--- config.mk ---
export PLATFORM = sky130hd
export DESIGN_NAME = switch_egress_sink_flat
export DESIGN_NICKNAME = d
export VERILOG_FILES = /design/src/rtl/switch_egress_sink_if.sv /design/src/rtl/switch_egress_sink.sv /design/src/flat_wrapper.sv
export SDC_FILE = /design/constraint.sdc
export NUM_CORES = 1
export LEC_CHECK = 0
export ABC_CLOCK_PERIOD_IN_PS = 5800
export CAP_MARGIN = 25
export CORE_ASPECT_RATIO = 1.4
export CORE_UTILIZATION = 25
export DETAILED_ROUTE_END_ITERATION = 12
export SETUP_SLACK_MARGIN = 0.1
export SYNTH_ARGS = -nofsm -noshare
export SYNTH_HDL_FRONTEND = slang
export SYNTH_SLANG_ARGS = --single-unit
--- constraint.sdc ---
create_clock -name clk -period 5.8 [get_ports clk]
set_clock_uncertainty 0.15 [all_clocks]
set_input_delay 1.45 -clock clk [delete_from_list [all_inputs] [get_ports clk]]
set_output_delay 1.45 -clock clk [all_outputs]
set_load 0.01 [all_outputs]
--- src/rtl/switch_egress_sink_if.sv ---
// Flit type and link/consumer bundle for the switch egress sink.
// The package holds the link-wide sizing so that the switch, the sink and the
// bench all agree on the flit layout.
package switch_egress_sink_pkg;
  localparam int NUM_VCS = 2;
  localparam int DEPTH   = 8;
  localparam int VC_W    = (NUM_VCS > 1) ? $clog2(NUM_VCS) : 1;

  typedef struct packed {
    logic [VC_W-1:0] vc;
    logic [3:0]      tag;
  } metadata_t;

  typedef struct packed {
    metadata_t   metadata;
    logic [31:0] payload;
  } flit_t;
endpackage

// Link side (switch -> sink flits, sink -> switch acks/credits) and the
// consumer valid/ready port. The sink uses the slave view.
interface switch_egress_sink_if;
  import switch_egress_sink_pkg::*;

  logic               data_ready_in;
  flit_t              in;
  logic               packet_sent;
  logic [NUM_VCS-1:0] credit_granted;
  logic               out_valid;
  flit_t              out_flit;
  logic [VC_W-1:0]    out_vc;
  logic               out_ready;
  logic               overflow_err;

  modport master (
    output data_ready_in, in, out_ready,
    input  packet_sent, credit_granted, out_valid, out_flit, out_vc, overflow_err
  );

  modport slave (
    input  data_ready_in, in, out_ready,
    output packet_sent, credit_granted, out_valid, out_flit, out_vc, overflow_err
  );
endinterface

--- src/rtl/switch_egress_sink.sv ---
// Receive end of a switch output link.
// Flits land in per-VC FIFOs; each accepted flit is acked one cycle later and
// each slot freed by the consumer returns one credit one cycle later. The
// consumer side is a combinational round-robin pick over non-empty VCs that
// never looks at out_ready, so out_valid/out_flit/out_vc are stable per cycle.
module switch_egress_sink #(
  parameter int NUM_VCS = switch_egress_sink_pkg::NUM_VCS,
  parameter int DEPTH   = switch_egress_sink_pkg::DEPTH
) (
  input logic                 clk,
  input logic                 n_rst,
  switch_egress_sink_if.slave bus
);

  localparam int VC_W  = (NUM_VCS > 1) ? $clog2(NUM_VCS) : 1;
  localparam int PTR_W = $clog2(DEPTH);
  localparam int CNT_W = PTR_W + 1;

  typedef logic [VC_W-1:0] vc_t;
  typedef switch_egress_sink_pkg::flit_t flit_t;

  flit_t              r_mem   [NUM_VCS][DEPTH];
  logic [PTR_W-1:0]   r_wptr  [NUM_VCS];
  logic [PTR_W-1:0]   r_rptr  [NUM_VCS];
  logic [CNT_W-1:0]   r_count [NUM_VCS];
  vc_t                r_rr;
  logic               r_packet_sent;
  logic [NUM_VCS-1:0] r_credit;
  logic               r_overflow;

  vc_t                w_wr_vc;
  logic               w_vc_ok;
  logic               w_wr_full;
  logic               w_wr_ok;
  logic               w_wr_drop;
  logic               w_any;
  vc_t                w_sel;
  logic               w_pop;
  logic [NUM_VCS-1:0] w_wr_en;
  logic [NUM_VCS-1:0] w_pop_en;

  // Wrapping VC increment; NUM_VCS need not be a power of two.
  function automatic vc_t f_next_vc(input vc_t v);
    return (v == vc_t'(NUM_VCS - 1)) ? '0 : v + 1'b1;
  endfunction

  // Fullness is judged on the count before any same-cycle pop, so a sender
  // that ignores credits still sees a full FIFO as full.
  assign w_wr_vc   = bus.in.metadata.vc;
  assign w_vc_ok   = (int'(w_wr_vc) < NUM_VCS);
  assign w_wr_full = (r_count[w_wr_vc] == CNT_W'(DEPTH));
  assign w_wr_ok   = bus.data_ready_in && w_vc_ok && !w_wr_full;
  assign w_wr_drop = bus.data_ready_in && (!w_vc_ok || w_wr_full);

  // Round-robin pick: first non-empty VC at or after r_rr, wrapping.
  always_comb begin
    vc_t cand;
    w_any = 1'b0;
    w_sel = r_rr;
    cand  = r_rr;
    for (int i = 0; i < NUM_VCS; i++) begin
      if (!w_any && (r_count[cand] != '0)) begin
        w_any = 1'b1;
        w_sel = cand;
      end
      cand = f_next_vc(cand);
    end
  end

  assign w_pop = w_any && bus.out_ready;

  // Per-VC write and pop strobes.
  always_comb begin
    w_wr_en  = '0;
    w_pop_en = '0;
    for (int v = 0; v < NUM_VCS; v++) begin
      if (w_wr_ok && (w_wr_vc == vc_t'(v))) w_wr_en[v] = 1'b1;
      if (w_pop && (w_sel == vc_t'(v)))     w_pop_en[v] = 1'b1;
    end
  end

  // FIFO pointers and occupancy; write+pop on one VC leaves the count as is.
  always_ff @(posedge clk or negedge n_rst) begin
    if (!n_rst) begin
      for (int v = 0; v < NUM_VCS; v++) begin
        r_wptr[v]  <= '0;
        r_rptr[v]  <= '0;
        r_count[v] <= '0;
      end
    end else begin
      for (int v = 0; v < NUM_VCS; v++) begin
        if (w_wr_en[v])  r_wptr[v] <= r_wptr[v] + 1'b1;
        if (w_pop_en[v]) r_rptr[v] <= r_rptr[v] + 1'b1;
        case ({w_wr_en[v], w_pop_en[v]})
          2'b10:   r_count[v] <= r_count[v] + 1'b1;
          2'b01:   r_count[v] <= r_count[v] - 1'b1;
          default: ;
        endcase
      end
    end
  end

  // Flit storage; contents need no reset because occupancy gates every read.
  always_ff @(posedge clk) begin
    if (w_wr_ok) r_mem[w_wr_vc][r_wptr[w_wr_vc]] <= bus.in;
  end

  // Arbiter pointer, ack/credit pulses and the sticky overflow flag.
  always_ff @(posedge clk or negedge n_rst) begin
    if (!n_rst) begin
      r_rr          <= '0;
      r_packet_sent <= 1'b0;
      r_credit      <= '0;
      r_overflow    <= 1'b0;
    end else begin
      if (w_pop) r_rr <= f_next_vc(w_sel);
      r_packet_sent <= w_wr_ok;
      r_credit      <= w_pop_en;
      if (w_wr_drop) r_overflow <= 1'b1;
    end
  end

  assign bus.out_valid      = w_any;
  assign bus.out_vc         = w_sel;
  assign bus.out_flit       = w_any ? r_mem[w_sel][r_rptr[w_sel]] : '0;
  assign bus.packet_sent    = r_packet_sent;
  assign bus.credit_granted = r_credit;
  assign bus.overflow_err   = r_overflow;

endmodule

--- src/flat_wrapper.sv ---
// flat-port wrapper written by rule: the top's interface ports become plain ports
module switch_egress_sink_flat 
#(
  parameter int NUM_VCS = switch_egress_sink_pkg::NUM_VCS,
  parameter int DEPTH   = switch_egress_sink_pkg::DEPTH
)
  (clk, n_rst, bus_data_ready_in, bus_in, bus_out_ready, bus_packet_sent, bus_credit_granted, bus_out_valid, bus_out_flit, bus_out_vc, bus_overflow_err);
  switch_egress_sink_if bus_i ();
  input logic clk;
  input logic n_rst;
  input wire logic [$bits(bus_i.data_ready_in)-1:0] bus_data_ready_in;
  input wire logic [$bits(bus_i.in)-1:0] bus_in;
  input wire logic [$bits(bus_i.out_ready)-1:0] bus_out_ready;
  output wire logic [$bits(bus_i.packet_sent)-1:0] bus_packet_sent;
  output wire logic [$bits(bus_i.credit_granted)-1:0] bus_credit_granted;
  output wire logic [$bits(bus_i.out_valid)-1:0] bus_out_valid;
  output wire logic [$bits(bus_i.out_flit)-1:0] bus_out_flit;
  output wire logic [$bits(bus_i.out_vc)-1:0] bus_out_vc;
  output wire logic [$bits(bus_i.overflow_err)-1:0] bus_overflow_err;
  assign bus_i.data_ready_in = bus_data_ready_in;
  assign bus_i.in = bus_in;
  assign bus_i.out_ready = bus_out_ready;
  assign bus_packet_sent = bus_i.packet_sent;
  assign bus_credit_granted = bus_i.credit_granted;
  assign bus_out_valid = bus_i.out_valid;
  assign bus_out_flit = bus_i.out_flit;
  assign bus_out_vc = bus_i.out_vc;
  assign bus_overflow_err = bus_i.overflow_err;
  switch_egress_sink #(.NUM_VCS(NUM_VCS), .DEPTH(DEPTH)) u_core (.clk(clk), .n_rst(n_rst), .bus(bus_i));
endmodule
After elaboration in Yosys (flattened, before gate mapping):

Memory sizes are Yosys's and may differ from the RTL's.
Index checks and enable logic that the tools add are counted.

* $add $sub $neg: 10
* multiply operators: 0
* div/mod/pow operators: 0
* order comparisons: 7
* equal/unequal tests: 5
* shift operators: 0
* mux-type cells: 34
* bitwise gates (word level): 8
* reductions and logical operators: 15

Operators with widths (count)
* $mux 296: 1
* $mux 37: 4
* $bmux 37 s3: 1
* $demux 37 s3: 1
* $mux 4: 9
* $mux 3: 6
* $pmux 4 s2: 2
* $add 3x1->3 const B: 4
* $mux 1: 10
* $logic_and 1x1->1: 9
* $add 4x1->4 const B: 2
* $ge 2x2->1 const B: 4
* $ge 4x4->1 const B: 2
* $not 1->2: 4
* $not 3->4: 2
* $reduce_bool 4->1: 2
* $sub 4x1->4 const B: 2
* $eq 2x1->1 const B: 2
* $eq 2x2->1 const B: 2
* $eq 4x4->1 const B: 1
* $lt 4x1->1 const B: 1
* $reduce_bool 2->1: 2
* $add 1x1->1 const B: 2
* $logic_not 1->1: 2
* $not 1->1: 2

* register bits: 25
* latch bits: 0
* RAM bits: 592
* ROM bits: 0
* input port bits: 41
* output and inout bits: 43
* logic and storage cells: 90
* memories kept: 1

Memory list
* u_core.r_mem: words 2, bits a word 296, rd ports 1, clocked after Yosys merged registers in 0, write ports 1, line switch_egress_sink.sv:22 `flit_t r_mem [NUM_VCS][DEPTH];`

Logic depth before layout (Yosys ltp):

* depth after elaboration: 18
* depth in mapped cells: 14
* mapped depth without buffers: 11

Worst setup path after synthesis:

Ideal clock, no wire load.

* kind: input to register
* start: in bus_in[36]
* end: mem u_core.r_mem[0][222] in the netlist's numbering (enable)
* library setup time: 0.524 ns
* arrival: 5.714 ns
* required time: 5.126 ns
* slack: -0.588 ns
* cell stages on the path: 6
* buffers on the path: 2
* path through: mux2i_1 -> and2_1 -> clkbuf_1 -> nand2b_1 -> clkbuf_1 -> nor4_1

* elaborated cells on any way between the ends: 18
* classes of those cells: order compare: 2; eq/ne: 1; mux: 10; bitwise: 2; reduce/logical: 3

RTL lines
* from (decl): line flat_wrapper.sv:12 `input wire logic [$bits(bus_i.in)-1:0] bus_in;`
* $not 1->2 (implied by the code): line switch_egress_sink.sv:51 `assign w_wr_full = (r_count[w_wr_vc] == CNT_W'(DEPTH));`
* $mux 4 (implied by the code) (3 in series): line switch_egress_sink.sv:51
* $eq 4x4->1: line switch_egress_sink.sv:51
* $logic_not 1->1: line switch_egress_sink.sv:52 `assign w_wr_ok = bus.data_ready_in && w_vc_ok && !w_wr_full;`
* $logic_and 1x1->1: line switch_egress_sink.sv:52
* named net u_core.w_wr_ok: line switch_egress_sink.sv:34 `logic w_wr_ok;`
* $mux 1: line switch_egress_sink.sv:105 `if (w_wr_ok) r_mem[w_wr_vc][r_wptr[w_wr_vc]] <= bus.in;`
* $mux 296 (implied by the code): line switch_egress_sink.sv:105
* to (decl): line switch_egress_sink.sv:22

The timed path passes the listed nets, and every way through them passes these cells. The select of a mux whose other input is x is not followed.

Worst setup path after layout:

* start: reg u_core.r_count[4] in the netlist's numbering
* end: out bus_out_flit[34]

* cells in the longest elaborated chain, start to end: 17
* elaborated cells on any way between the ends: 23
* classes of those cells: mux: 16; bitwise: 2; reduce/logical: 4; memory: 1

Ends and longest elaborated chain
* from (decl): line switch_egress_sink.sv:25 `logic [CNT_W-1:0] r_count [NUM_VCS];`
* from (signal, indexed assignment): line switch_egress_sink.sv:95 `2'b10: r_count[v] <= r_count[v] + 1'b1;`
* from (signal, indexed assignment): line switch_egress_sink.sv:96 `2'b01: r_count[v] <= r_count[v] - 1'b1;`
* $mux 4 (implied by the code) (3 in series): line switch_egress_sink.sv:62 `if (!w_any && (r_count[cand] != '0)) begin`
* $reduce_bool 4->1: line switch_egress_sink.sv:62
* $mux 1: line switch_egress_sink.sv:62
* $logic_not 1->1: line switch_egress_sink.sv:62
* $logic_and 1x1->1: line switch_egress_sink.sv:62
* $mux 1: line switch_egress_sink.sv:62
* $not 1->2 (implied by the code): line switch_egress_sink.sv:125 `assign bus.out_flit = w_any ? r_mem[w_sel][r_rptr[w_sel]] : '0;`
* $mux 3 (implied by the code) (3 in series): line switch_egress_sink.sv:125
* $not 3->4 (implied by the code): line switch_egress_sink.sv:125
* $bmux 37 s3: line switch_egress_sink.sv:125
* $mux 37 (implied by the code) (2 in series): line switch_egress_sink.sv:125
* $mux 37 (*): line switch_egress_sink.sv:125
* to (decl): line flat_wrapper.sv:17 `output wire logic [$bits(bus_i.out_flit)-1:0] bus_out_flit;`

Mark *: on every way between the ends. The rest lies on a longest branch, timed or not. The select of a mux whose other input is x is not followed.

==> flow_summary.yaml <==
run_status:
  status: "completed"
worst_setup_path:
  ff2ff_path_depth: 12
  crit_chain: "or4_4, maj3_4, mux2i_4, buf_4, o221ai_1, a31o_2, o21ai_1, clkdlybuf4s50_1"
  crit_path_start: "u_core.r_count[4]"
  crit_fanout: 23
  cp_slowest_cell: "clkdlybuf4s50_1"
  crit_required_ps: 4200
  worst_path_largest_cell_delay_ps: 610
  criticalPathCategory: "reg2out"
  r2r-start: "u_core.r_count[1]"
  critPathLaunchType: "register"
  crit_arrival_ps: 4020
  crit_end: "bus_out_flit[34]"
  rr_endpoint: "u_core.r_count[6]"
  critical_path.endpoint_type: "primary output"
  r2r_setup_slack_ps: 2140
finish:
  drive_above_1_share_pct: 12.55
  finish.utilization_pct: 29.79
  fin_cells: 2883
  nets: 1666
  area_growth_pct: 18.06
  finalInstanceArea_um2: 28420
  nFillCells: 9250
yosys:
  synth_ff_type: "edfxtp_1"
  synthTopCellsByArea: "edfxtp_1 (74%), a221oi_1 (3.0%), dfrtp_1 (2.6%)"
  yosysTopAreaCellShare_pct: 73.85
  synth.most_common_cell: "edfxtp_1"
  async_reset_ff_share_pct: 4.052
  ys_ff_latch: 617
  synth_fp_nets: 1577
  yosys_warnings: 0
  avgSynthCellArea_um2: 15.77
  ys_seq_area_share_pct: 76.45
  synth_edf_count: 592
  syn_inst: 1526
  yosys.area.top_type: "edfxtp_1"
  ys_top_cells_by_count: "edfxtp_1 (592), nor2_1 (164), o21ai_0 (96), a221oi_1 (83), nand3_1 (76)"
  yosys.cell_types.count: 46
  syn_area_um2: 24070
power:
  total_leakage_power_nw: 8.848
  switching_share_pct: 39.75
  powerDensity_nw_per_um2: 587.4
  power_frac_clock_pct: 20.1
  seq_power_share_pct: 33.1
  irDropWorstVdd_v: 0.0006509
  p_total_mw: 16.69
  combPwrFrac_pct: 46.9
  internal_power_mw: 10.06
  power.switching_mw: 6.636
placement:
  dp_cells: 2784
  dpl_cell_area_um2: 26730
  io_buffers: 83
  hpwl_um: 35250
  place.gp.congestion: 0.7734
timing:
  finalCritPeriodShare_pct: 96.87
  tightest_slew_ps: 819.7
  rsz0062_at_grt: "false"
  max_slew_margin_pct: 45.36
  final-hold-violation-count: 0
  min_period_ps: 5619
  fmax_ghz: 0.1780
  finalSetupViolCount: 0
  slew_viol_final: 0
global_routing:
  antenna_found_initial: 10
  grt_overflow: 0
  grtUsageTotal_pct: 12.99
  grt_max_degree: 81
  grt_pass1_wl_um: 94940
  grt_pass1_vias: 14470
drt:
  routed_wl_um: 64840
  dr.pass1.iters: 5
  antenna_left: 0
  routedWlPerCell_um: 22.49
  vias: 14330
  initialDrtViolationCount: 1269
  vias_per_cell: 4.971
  drc: 0
clocking:
  cts_max_level: 2
  path_clk_slew_ps: 70
  clock-root-buffer: "clkbuf_16"
  cts_buffer_depth: 3
  cts-hold-fix-buffers: 0
  cts.sink_count: 617
  clkLatencyLatePin_ps: 590
  cts_made_buffers: 50
  cts_tree: "built"
floorplan:
  dieArea_um2: 97550
  rows: 134
  chipHeight_um: 369.2
  start_util_pct: 25.23
  die_width_um: 264.3
  io_pins: 84
  core_um2: 95400
worst_hold_path:
  hold_path.class: "reg2reg"
run:
  maxCapViolations: 0
[critical path: cells and delay by family (launching register included)]
family                   cells  cell delay, ps
buffers and inverters        2             930
AND/OR/NAND/NOR              1             580
flip-flops                   1             450
adder cells (fa/ha/maj)      1             440
AO/OA/AOI/OAI                3             710
multiplexers                 1             300
[stage by stage]
stage	setup TNS (ps)	worst slack [ps]	hold WS, ps
after floorplan	-62400	-588.1	316.3
after global placement	0	651.0	316.1
after detailed placement	0	631.8	329.3
after CTS	0	106.9	355.2
after global routing	0	103.2	372.4
final	0	181.3	347.5
[final cells by class]
cell class                      instances  area (um2)  area share, %
Sequential cell                       617       18410          64.77
Multi-Input combinational cell        788        5286          18.60
Timing Repair Buffer                  148        1535          5.402
Tap cell                             1224        1531          5.389
Clock buffer                           55        1291          4.544
Clock inverter                         39       311.5          1.096
Inverter                               10       50.05         0.1761
Antenna cell                            2       5.005        0.01761
[state kept, by name, summed over array words and instances (netlist names)]
| register | count |
|---|---|
| u_core.r_mem | 592 |
| u_core.r_count | 8 |
| u_core.r_rptr | 6 |
| u_core.r_wptr | 6 |
| u_core.bus.credit_granted | 2 |
| u_core.bus.overflow_err | 1 |
| u_core.bus.packet_sent | 1 |
| u_core.r_rr | 1 |
[how the worst min path moves through the flow]
stage                                   end                     from  slack, ps  cells past startpoint
finish              u_core.bus.overflow_err  u_core.bus.overflow_err        350                      1
global route               u_core.r_wptr[3]         u_core.r_wptr[3]        370                      1
CTS                        u_core.r_rptr[5]         u_core.r_rptr[5]        360                      1
detailed placement  u_core.bus.overflow_err  u_core.bus.overflow_err        330                      1
global placement    u_core.bus.overflow_err  u_core.bus.overflow_err        320                      1
floorplan                  u_core.r_rptr[5]         u_core.r_rptr[5]        320                      1
[routing by layer]
layer  vias to the layer above  track usage, %  wire [um]
met5                         -               0        121
met4                        16           5.165       2121
met3                       138           2.243       4181
met2                       489           23.74      33800
met1                      7402           14.91      24610
li1                       6287               -          -
[what timing repair did]
action	4_1_cts	5_1_grt
resized for setup	2	10
cloned	0	1
endpoints found under the setup margin	19	37
setup buffers	0	2
pin swaps	0	1
[power by group through the flow]
| stage | logic [mW] | clock network, mW | registers [mW] |
|---|---|---|---|
| detailed placement | 7.83 | 0 | 5.60 |
| global placement | 7.76 | 0 | 5.58 |
| global route | 8.39 | 3.56 | 5.55 |
| floorplan | 4.41 | 0 | 5.55 |
| finish | 7.82 | 3.35 | 5.52 |
| CTS | 7.87 | 3.42 | 5.51 |
[logic make-up (layout without fill, tap and decap cells)]
group | Yosys count | in the layout | synth area share [%]
flip-flops | 617 | 617 | 76.45
XOR/XNOR | 18 | 18 | 0.6550
buffers and inverters | 122 | 252 | 2.380
other | 0 | 2 | 0
AO/OA/AOI/OAI | 383 | 383 | 11.59
adder cells (fa/ha/maj) | 11 | 12 | 0.5666
multiplexers | 51 | 51 | 2.193
AND/OR/NAND/NOR | 324 | 324 | 6.165
[cell usage in the layout (no fill, tap or decap), drive strengths merged, types with 3 or more instances in the layout]
cell,netlist,routed
edfxtp,592,592
nor2,165,165
o21ai,147,147
a221oi,103,103
clkdlybuf4s50,0,81
nand3,76,76
buf,53,65
clkbuf,59,55
a21oi,44,44
mux2i,43,43
o2111ai,37,37
or3,37,37
a32o,35,35
dfrtp,25,25
clkinv,0,25
inv,10,19
nor3,15,15
nand2,14,14
ha,10,10
xor2,9,9
xnor2,9,9
mux2,8,8
o22ai,5,5
nor4,5,5
nand3b,4,4
nand2b,3,3
clkinvlp,0,3
Note: power is estimated with default switching activity, not from simulation.
